<file path="src/rtl/nonogram_pkg.sv">
// Shared types and helpers for the nonogram line-elimination engine.
// Optional statistics outputs are enabled with NONOGRAM_STATS_EN.
package nonogram_pkg;

    typedef logic [2:0] state_t;

    localparam state_t S_IDLE   = 3'd0;
    localparam state_t S_HEADER = 3'd1;
    localparam state_t S_OPTS   = 3'd2;
    localparam state_t S_COMMIT = 3'd3;
    localparam state_t S_DONE   = 3'd4;
    localparam state_t S_ERROR  = 3'd5;

    typedef logic [15:0] stat_t;

    function automatic int line_w(input int size);
        return $clog2(2 * size);
    endfunction

endpackage

</file>
<file path="src/rtl/nonogram_line_engine_if.sv">
// Option FIFO pop side and push-back side of the line engine.
// Optional statistics outputs are enabled with NONOGRAM_STATS_EN.
interface nonogram_line_engine_if #(
    parameter int SIZE = 3
) ();
    logic [SIZE-1:0] fifo_data;
    logic            fifo_valid;
    logic            fifo_ready;
    logic [SIZE-1:0] out_data;
    logic            out_valid;
    logic            out_ready;

    modport master (
        output fifo_data, fifo_valid, out_ready,
        input  fifo_ready, out_data, out_valid
    );

    modport slave (
        input  fifo_data, fifo_valid, out_ready,
        output fifo_ready, out_data, out_valid
    );
endinterface

</file>
<file path="src/rtl/nonogram_line_view.sv">
// Extracts one row or transposed column of the board and flags an option
// that contradicts already-known cells.
module nonogram_line_view
    import nonogram_pkg::*;
#(
    parameter int SIZE = 3,
    localparam int LW  = line_w(SIZE)
) (
    input  logic [SIZE*SIZE-1:0] known,
    input  logic [SIZE*SIZE-1:0] assigned,
    input  logic [LW-1:0]        idx,
    input  logic [SIZE-1:0]      opt,
    output logic [SIZE-1:0]      line_known,
    output logic [SIZE-1:0]      line_assigned,
    output logic                 contra
);
    localparam int NL = 2 * SIZE;

    logic [SIZE-1:0] vk [NL];
    logic [SIZE-1:0] va [NL];

    for (genvar l = 0; l < NL; l++) begin : g_l
        for (genvar i = 0; i < SIZE; i++) begin : g_i
            if (l < SIZE) begin : g_row
                assign vk[l][i] = known[l*SIZE+i];
                assign va[l][i] = assigned[l*SIZE+i];
            end else begin : g_col
                assign vk[l][i] = known[i*SIZE+l-SIZE];
                assign va[l][i] = assigned[i*SIZE+l-SIZE];
            end
        end
    end

    always_comb begin
        line_known    = '0;
        line_assigned = '0;
        for (int l = 0; l < NL; l++) begin
            if (idx == LW'(l)) begin
                line_known    = vk[l];
                line_assigned = va[l];
            end
        end
        contra = |(line_known & (opt ^ line_assigned));
    end
endmodule

</file>
<file path="src/rtl/nonogram_line_engine.sv">
// Streaming line-elimination engine: filters options against the board and
// commits forced cells. NONOGRAM_STATS_EN adds pass_cnt/elim_cnt outputs.
module nonogram_line_engine
    import nonogram_pkg::*;
#(
    parameter int SIZE  = 3,
    parameter int CNT_W = 7
) (
    input  logic                    clk,
    input  logic                    rst,
    input  logic                    start,
    input  logic [2*SIZE*CNT_W-1:0] init_amnt,
    nonogram_line_engine_if.slave   bus,
    output logic [SIZE*SIZE-1:0]    known,
    output logic [SIZE*SIZE-1:0]    assigned,
    output logic                    busy,
    output logic                    solved,
    output logic                    stuck,
    output logic                    error
`ifdef NONOGRAM_STATS_EN
    ,
    output stat_t                   pass_cnt,
    output stat_t                   elim_cnt
`endif
);
    localparam int LW = line_w(SIZE);
    localparam int NL = 2 * SIZE;
    localparam int DW = $clog2(NL + 1);

    state_t            state;
    logic [LW-1:0]     idx_q;
    logic [CNT_W-1:0]  left_q;
    logic [CNT_W-1:0]  surv_q;
    logic [SIZE-1:0]   and1_q;
    logic [SIZE-1:0]   and0_q;
    logic [CNT_W-1:0]  cnt_q [NL];
    logic              prog_q;
    logic [DW-1:0]     done_q;

    logic [LW-1:0]     hdr_idx;
    logic [CNT_W-1:0]  hdr_cnt;
    logic              hdr_bad;
    logic              contra;
    logic              pop;
    logic [SIZE-1:0]   lk;
    logic [SIZE-1:0]   la;
    logic [SIZE-1:0]   lk_nxt;
    logic [SIZE-1:0]   la_nxt;
    logic [SIZE*SIZE-1:0] known_nxt;
    logic [SIZE*SIZE-1:0] assigned_nxt;
    logic              prog_nxt;
    logic [DW-1:0]     done_nxt;

    nonogram_line_view #(
        .SIZE(SIZE)
    ) u_view (
        .known        (known),
        .assigned     (assigned),
        .idx          (idx_q),
        .opt          (bus.fifo_data),
        .line_known   (lk),
        .line_assigned(la),
        .contra       (contra)
    );

    assign hdr_idx = bus.fifo_data[LW-1:0];

    // Out-of-range indices fall through to a zero count, which is also an error.
    always_comb begin
        hdr_cnt = '0;
        for (int l = 0; l < NL; l++) begin
            if (hdr_idx == LW'(l)) hdr_cnt = cnt_q[l];
        end
        hdr_bad = (hdr_cnt == '0);
    end

    always_comb begin
        bus.fifo_ready = 1'b0;
        bus.out_valid  = 1'b0;
        bus.out_data   = bus.fifo_data;
        unique case (state)
            S_HEADER, S_OPTS: begin
                if ((state == S_HEADER) ? hdr_bad : contra) begin
                    bus.fifo_ready = 1'b1;
                end else begin
                    bus.out_valid  = bus.fifo_valid;
                    bus.fifo_ready = bus.out_ready;
                end
            end
            default: ;
        endcase
    end

    assign pop  = bus.fifo_valid & bus.fifo_ready;
    assign busy = (state == S_HEADER) | (state == S_OPTS) |
                  (state == S_COMMIT);

    assign lk_nxt   = lk | and1_q | and0_q;
    assign la_nxt   = (la | and1_q) & ~and0_q;
    assign prog_nxt = prog_q | (|(lk_nxt & ~lk));
    assign done_nxt = done_q + DW'(1);

    for (genvar r = 0; r < SIZE; r++) begin : g_r
        for (genvar c = 0; c < SIZE; c++) begin : g_c
            logic hr;
            logic hc;
            assign hr = (idx_q == LW'(r));
            assign hc = (idx_q == LW'(SIZE + c));
            assign known_nxt[r*SIZE+c] =
                hr ? lk_nxt[c] : hc ? lk_nxt[r] : known[r*SIZE+c];
            assign assigned_nxt[r*SIZE+c] =
                hr ? la_nxt[c] : hc ? la_nxt[r] : assigned[r*SIZE+c];
        end
    end

    always_ff @(posedge clk) begin
        if (rst) begin
            state    <= S_IDLE;
            idx_q    <= '0;
            left_q   <= '0;
            surv_q   <= '0;
            and1_q   <= '0;
            and0_q   <= '0;
            prog_q   <= 1'b0;
            done_q   <= '0;
            known    <= '0;
            assigned <= '0;
            solved   <= 1'b0;
            stuck    <= 1'b0;
            error    <= 1'b0;
            for (int l = 0; l < NL; l++) cnt_q[l] <= '0;
        end else begin
            unique case (state)
                S_HEADER: begin
                    if (pop) begin
                        if (hdr_bad) begin
                            error <= 1'b1;
                            state <= S_ERROR;
                        end else begin
                            idx_q  <= hdr_idx;
                            left_q <= hdr_cnt;
                            and1_q <= '1;
                            and0_q <= '1;
                            surv_q <= '0;
                            state  <= S_OPTS;
                        end
                    end
                end
                S_OPTS: begin
                    if (pop) begin
                        left_q <= left_q - CNT_W'(1);
                        if (!contra) begin
                            and1_q <= and1_q & bus.fifo_data;
                            and0_q <= and0_q & ~bus.fifo_data;
                            surv_q <= surv_q + CNT_W'(1);
                        end
                        if (left_q == CNT_W'(1)) state <= S_COMMIT;
                    end
                end
                S_COMMIT: begin
                    if (surv_q == '0) begin
                        error <= 1'b1;
                        state <= S_ERROR;
                    end else begin
                        cnt_q[idx_q] <= surv_q;
                        known        <= known_nxt;
                        assigned     <= assigned_nxt;
                        prog_q       <= prog_nxt;
                        done_q       <= done_nxt;
                        if (&known_nxt) begin
                            solved <= 1'b1;
                            state  <= S_DONE;
                        end else if (done_nxt == DW'(NL)) begin
                            if (!prog_nxt) begin
                                stuck <= 1'b1;
                                state <= S_DONE;
                            end else begin
                                prog_q <= 1'b0;
                                done_q <= '0;
                                state  <= S_HEADER;
                            end
                        end else begin
                            state <= S_HEADER;
                        end
                    end
                end
                default: begin
                    if (start) begin
                        for (int l = 0; l < NL; l++)
                            cnt_q[l] <= init_amnt[l*CNT_W +: CNT_W];
                        known    <= '0;
                        assigned <= '0;
                        solved   <= 1'b0;
                        stuck    <= 1'b0;
                        error    <= 1'b0;
                        prog_q   <= 1'b0;
                        done_q   <= '0;
                        state    <= S_HEADER;
                    end
                end
            endcase
        end
    end

`ifdef NONOGRAM_STATS_EN
    always_ff @(posedge clk) begin
        if (rst || (start && !busy)) begin
            pass_cnt <= '0;
            elim_cnt <= '0;
        end else begin
            if (state == S_OPTS && pop && contra && elim_cnt != '1)
                elim_cnt <= elim_cnt + 16'd1;
            if (state == S_COMMIT && surv_q != '0 &&
                done_nxt == DW'(NL) && pass_cnt != '1)
                pass_cnt <= pass_cnt + 16'd1;
        end
    end
`endif
endmodule
</file>
<file path="src/flat_wrapper.sv">
// flat-port wrapper written by rule: the top's interface ports become plain ports
module nonogram_line_engine_flat import nonogram_pkg::*;
#(
    parameter int SIZE  = 3,
    parameter int CNT_W = 7
)
  (clk, rst, start, init_amnt, known, assigned, busy, solved, stuck, error, bus_fifo_data, bus_fifo_valid, bus_out_ready, bus_fifo_ready, bus_out_data, bus_out_valid);
  nonogram_line_engine_if #(.SIZE(SIZE)) bus_i ();
  input  logic clk;
  input  logic rst;
  input  logic start;
  input  logic [2*SIZE*CNT_W-1:0] init_amnt;
  output logic [SIZE*SIZE-1:0] known;
  output logic [SIZE*SIZE-1:0] assigned;
  output logic busy;
  output logic solved;
  output logic stuck;
  output logic error;
  input wire logic [$bits(bus_i.fifo_data)-1:0] bus_fifo_data;
  input wire logic [$bits(bus_i.fifo_valid)-1:0] bus_fifo_valid;
  input wire logic [$bits(bus_i.out_ready)-1:0] bus_out_ready;
  output wire logic [$bits(bus_i.fifo_ready)-1:0] bus_fifo_ready;
  output wire logic [$bits(bus_i.out_data)-1:0] bus_out_data;
  output wire logic [$bits(bus_i.out_valid)-1:0] bus_out_valid;
  assign bus_i.fifo_data = bus_fifo_data;
  assign bus_i.fifo_valid = bus_fifo_valid;
  assign bus_i.out_ready = bus_out_ready;
  assign bus_fifo_ready = bus_i.fifo_ready;
  assign bus_out_data = bus_i.out_data;
  assign bus_out_valid = bus_i.out_valid;
  nonogram_line_engine #(.SIZE(SIZE), .CNT_W(CNT_W)) u_core (.clk(clk), .rst(rst), .start(start), .init_amnt(init_amnt), .bus(bus_i), .known(known), .assigned(assigned), .busy(busy), .solved(solved), .stuck(stuck), .error(error));
endmodule
</file>
<file path="config.mk">
export PLATFORM = sky130hd
export DESIGN_NAME = nonogram_line_engine_flat
export DESIGN_NICKNAME = d
export VERILOG_FILES = /design/src/rtl/nonogram_pkg.sv /design/src/rtl/nonogram_line_engine_if.sv /design/src/rtl/nonogram_line_view.sv /design/src/rtl/nonogram_line_engine.sv /design/src/flat_wrapper.sv
export SDC_FILE = /design/constraint.sdc
export NUM_CORES = 1
export LEC_CHECK = 0
export ABC_CLOCK_PERIOD_IN_PS = 2800
export BUFFER_PORTS_ARGS = -buffer_cell sky130_fd_sc_hd__buf_4
export CORE_ASPECT_RATIO = 1.4
export CORE_MARGIN = 3
export CORE_UTILIZATION = 30
export CTS_CLUSTER_DIAMETER = 40
export DETAILED_ROUTE_END_ITERATION = 8
export GPL_TIMING_DRIVEN = 0
export HOLD_SLACK_MARGIN = 0.06
export PLACE_DENSITY_LB_ADDON = 0.12
export SLEW_MARGIN = 30
export SYNTH_ARGS = -nofsm -noshare
export SYNTH_HDL_FRONTEND = slang
export SYNTH_SLANG_ARGS = --single-unit
</file>
<file path="constraint.sdc">
create_clock -name clk -period 2.8 [get_ports clk]
set_input_delay 0.56 -clock clk [delete_from_list [all_inputs] [get_ports clk]]
set_output_delay 0.56 -clock clk [all_outputs]
set_load 0.01 [all_outputs]
</file>
==> results by group <==
Run status
  • Status: complete, but fails checks
  • Failing checks: negative setup slack

Layout
  • Fin util: 39.9%
  • Post-route insts no fill: 965
  • Seq. cell area: about 0.0023 mm^2
  • Nets@finish: between 700 and 800
  • Layout cell share with drive strength beyond 1: 27.7%
  • Area Growth Syn to Fin: 29.9%
  • N_diodes: 0
  • Multi-input gate area: ~0.0032 mm^2
  • Fill cells: 1837

Global routing
  • Largest net degree at the start of global routing: 16
  • Initial antenna violation count: 0
  • Total gr overflow: 0
  • Number of global-route vias before repair: about 5600
  • Global-route wire length before repair: about 31000 um
  • Total Routing Usage GR: 19.9%

Yosys
  • Top FF cell, synth: dfxtp_1
  • Syn Area/Cell: 9.01 um^2
  • Top cells by count, synth: 57 x nor2_1, 52 x a21oi_1, 51 x dfxtp_1
  • Ys Warns: 0
  • Cells after Synth: 616
  • Post-synth top area share: 22.7%
  • Sequential element share of the synthesized area: 41.1%
  • Synth area leaders: edfxtp_1 23%, dfxtp_1 18%, a22o_1 6.6%
  • Synth Register Bits: 93
  • EDFF count, synth: 42
  • FFs w/ async S/R, synth: 0%
  • Syn_nets: 672
  • Yosys cell types: 65
  • Area leader, netlist: edfxtp_1
  • Count leader, synth: nor2_1
  • Syn Std Cell Area: 0.00555 mm^2

STA
  • Final worst-path cycle share: 109%
  • Worst setup margin: -263 ps
  • Final slew viol count: 0
  • Worst-margin pin slew: 858 ps
  • Max Fclk: about 0.33 GHz
  • Setup_tns: -517 ps
  • Final setup fails: 2
  • Final Hold Viols: 0
  • Unrepaired setup endpoints after global routing: yes
  • Worst rel slew slack: 42.3%
  • Final Skew: 4.71 ps
  • Crit path time final: 3060 ps

Setup path
  • CP required: 2240 ps
  • Arr. time, crit path: between 2000 and 3000 ps
  • CP max FO: 8
  • Critical Path Sink Type: primary output
  • Setup CP Type: reg -> out
  • Reg2reg start: u_core.idx_q[0]$_SDFFE_PP0P_
  • CP Launch Type: flop
  • R2R Path End: u_core.state[2]$_SDFFE_PP0P_
  • R2R depth: 13
  • Setup crit start: u_core.idx_q[0]$_SDFFE_PP0P_
  • Worst R2R Setup Slack: 40 ps

Clock network
  • Worst skew pair latency: approximately 360 ps
  • CTS tree: done
  • Clock-pin slew of the registers on the worst-case setup and hold paths: 70 ps
  • CTS Buf Count: 9
  • Clock Sink Count: a little over 90
  • Root Buffer: clkbuf_16
  • H-tree depth: 3
  • Clock buffer depth: 2
  • Cts hold-fix bufs: 0

Floorplan
  • Starting density of the core: 30.7%
  • CORE AREA: 0.0181 mm^2
  • Total Die Area: 0.0202 mm^2
  • Ports: 77
  • Die Width: 121 um
  • Rows: 58
  • Die extent in y: ~170 um

Hold path
  • Hold Path Cell Cnt: 2
  • Worst Hold Path EP: u_core.stuck$_SDFFE_PP0P_
  • HP Start: u_core.stuck$_SDFFE_PP0P_
  • Hold Path Class: reg -> reg

Power
  • Peak VDD IR: roughly 240 uV
  • P_int: 2.40 mW
  • Comb power frac: 20.0%
  • Leakage: between 2 and 3 nW
  • Total power: 3.41 mW
  • PwrDens: 472 mW/mm^2
  • Clock Power Share: 34.5%
  • Reg power frac: around 46%
  • Net load switching power: 1.01 mW
  • Sw Share: 29.7%

Route
  • Via/cell ratio: 5.61
  • DRT iter0 DRCs: 398
  • Final antenna-violating net count: 0
  • Drt pass-1 iters: 5
  • Via Count: around 5400
  • Detailed Route WL: 20300 um
  • Routed WL per cell: 21.0 um
  • Residual DRC: 0

Job
  • # Max-Cap Violations: 0

Placed design
  • DP HPWL: 15100 um
  • Placed cells: 931
  • Gpl congestion: 0.896
  • Port bufs: 73
==> stage by stage <==
stage | hold slack (ps) | worst slack [ps] | cell area [um^2]
floorplan | 436 | 24.7 | 5560
global placement | 470 | -1080 | 6410
detailed placement | 467 | -794 | 6440
CTS | 482 | -251 | 7080
global route | 491 | -351 | 7210
finish | 486 | -263 | 7210
==> power groups by stage <==
stage / clock, mW / sequential [mW] / combinational, mW
after global placement: 0 / 1.58 / 0.588
after CTS: 1.20 / 1.55 / 0.658
final: 1.17 / 1.55 / 0.681
after global routing: 1.24 / 1.56 / 0.731
after floorplan: 0 / 1.57 / 0.371
after detailed placement: 0 / 1.58 / 0.594
==> flip-flops by register name, summed over array words and instances, names as in the netlist, 3 cells and up <==
| name | count |
|---|---|
| u_core.idx_q | 3 |
| u_core.left_q | 7 |
| u_core.state | 3 |
| u_core.cnt_q | 42 |
| u_core.done_q | 3 |
| u_core.and1_q | 3 |
| u_core.surv_q | 7 |
| u_core.and0_q | 3 |
| u_core.known | 9 |
| u_core.assigned | 9 |
==> routing by layer <==
layer  routed length (um)  GRT usage, %  vias to the layer above
met5                    0             0                        -
met4                  953          10.3                        0
met3                  809          2.85                       58
met2                10500          36.0                      176
met1                 7990          22.4                     2630
li1                     -             -                     2545
==> cells by family (layout without fill, tap and decap cells) <==
logic type      Yosys count  after routing  synth area share (%)
simple gates            184            184                  16.7
fa+ha+maj                 6              6                  1.35
compound gates          222            222                  27.8
buf+inv                  72            181                  6.11
mux                      31             31                  5.68
xor+xnor                  8              8                  1.26
flops                    93             93                  41.1
==> cells in the final DEF, fill, tap and decap left out, types with 18 or more instances in the layout <==
cell / instances
a22o_1: 42
nor2_1: 54
mux2i_1: 27
edfxtp_1: 42
a21oi_1: 47
clkbuf_1: 24
dfxtp_1: 49
nand2_1: 33
o21ai_0: 34
buf_4: 98
inv_1: 18
==> worst max-delay path, stage by stage (launching register included) <==
cell     delay [ps]
dfxtp_2         320
buf_6           130
buf_8           150
buf_12          110
mux2i_1         230
o22ai_2         120
or3_1           330
nand3_2         120
and4_1          230
a311o_1         220
inv_2            70
buf_6           120
==> worst max path at each step <==
stage	end	slack [ps]	cells past startpoint
floorplan	u_core.state[2]$_SDFFE_PP0P_	20	11
global placement	u_core.cnt_q[2][5]$_DFFE_PP_	-1080	7
detailed placement	u_core.cnt_q[4][1]$_DFFE_PP_	-790	9
CTS	bus_fifo_ready	-250	10
global route	bus_fifo_ready	-350	11
finish	bus_fifo_ready	-260	11
==> cell type report <==
cell class / count / area share, %
buffer: 48 / 4.30
timing repair buffer: 95 / 10.0
clock inverter: 5 / 0.503
multi-input combinational: 451 / 44.8
clock buffer: 11 / 3.23
tap: 240 / 4.16
sequential: 93 / 31.7
inverter: 22 / 1.27
==> timing repair <==
| item | CTS | global route |
|---|---|---|
| resized for setup | 76 | 24 |
| pin swaps | 9 | 10 |
| endpoints found under the setup margin | 104 | 66 |
| setup buffers | 13 | 7 |
No activity file was read; power rests on OpenSTA's default activity.
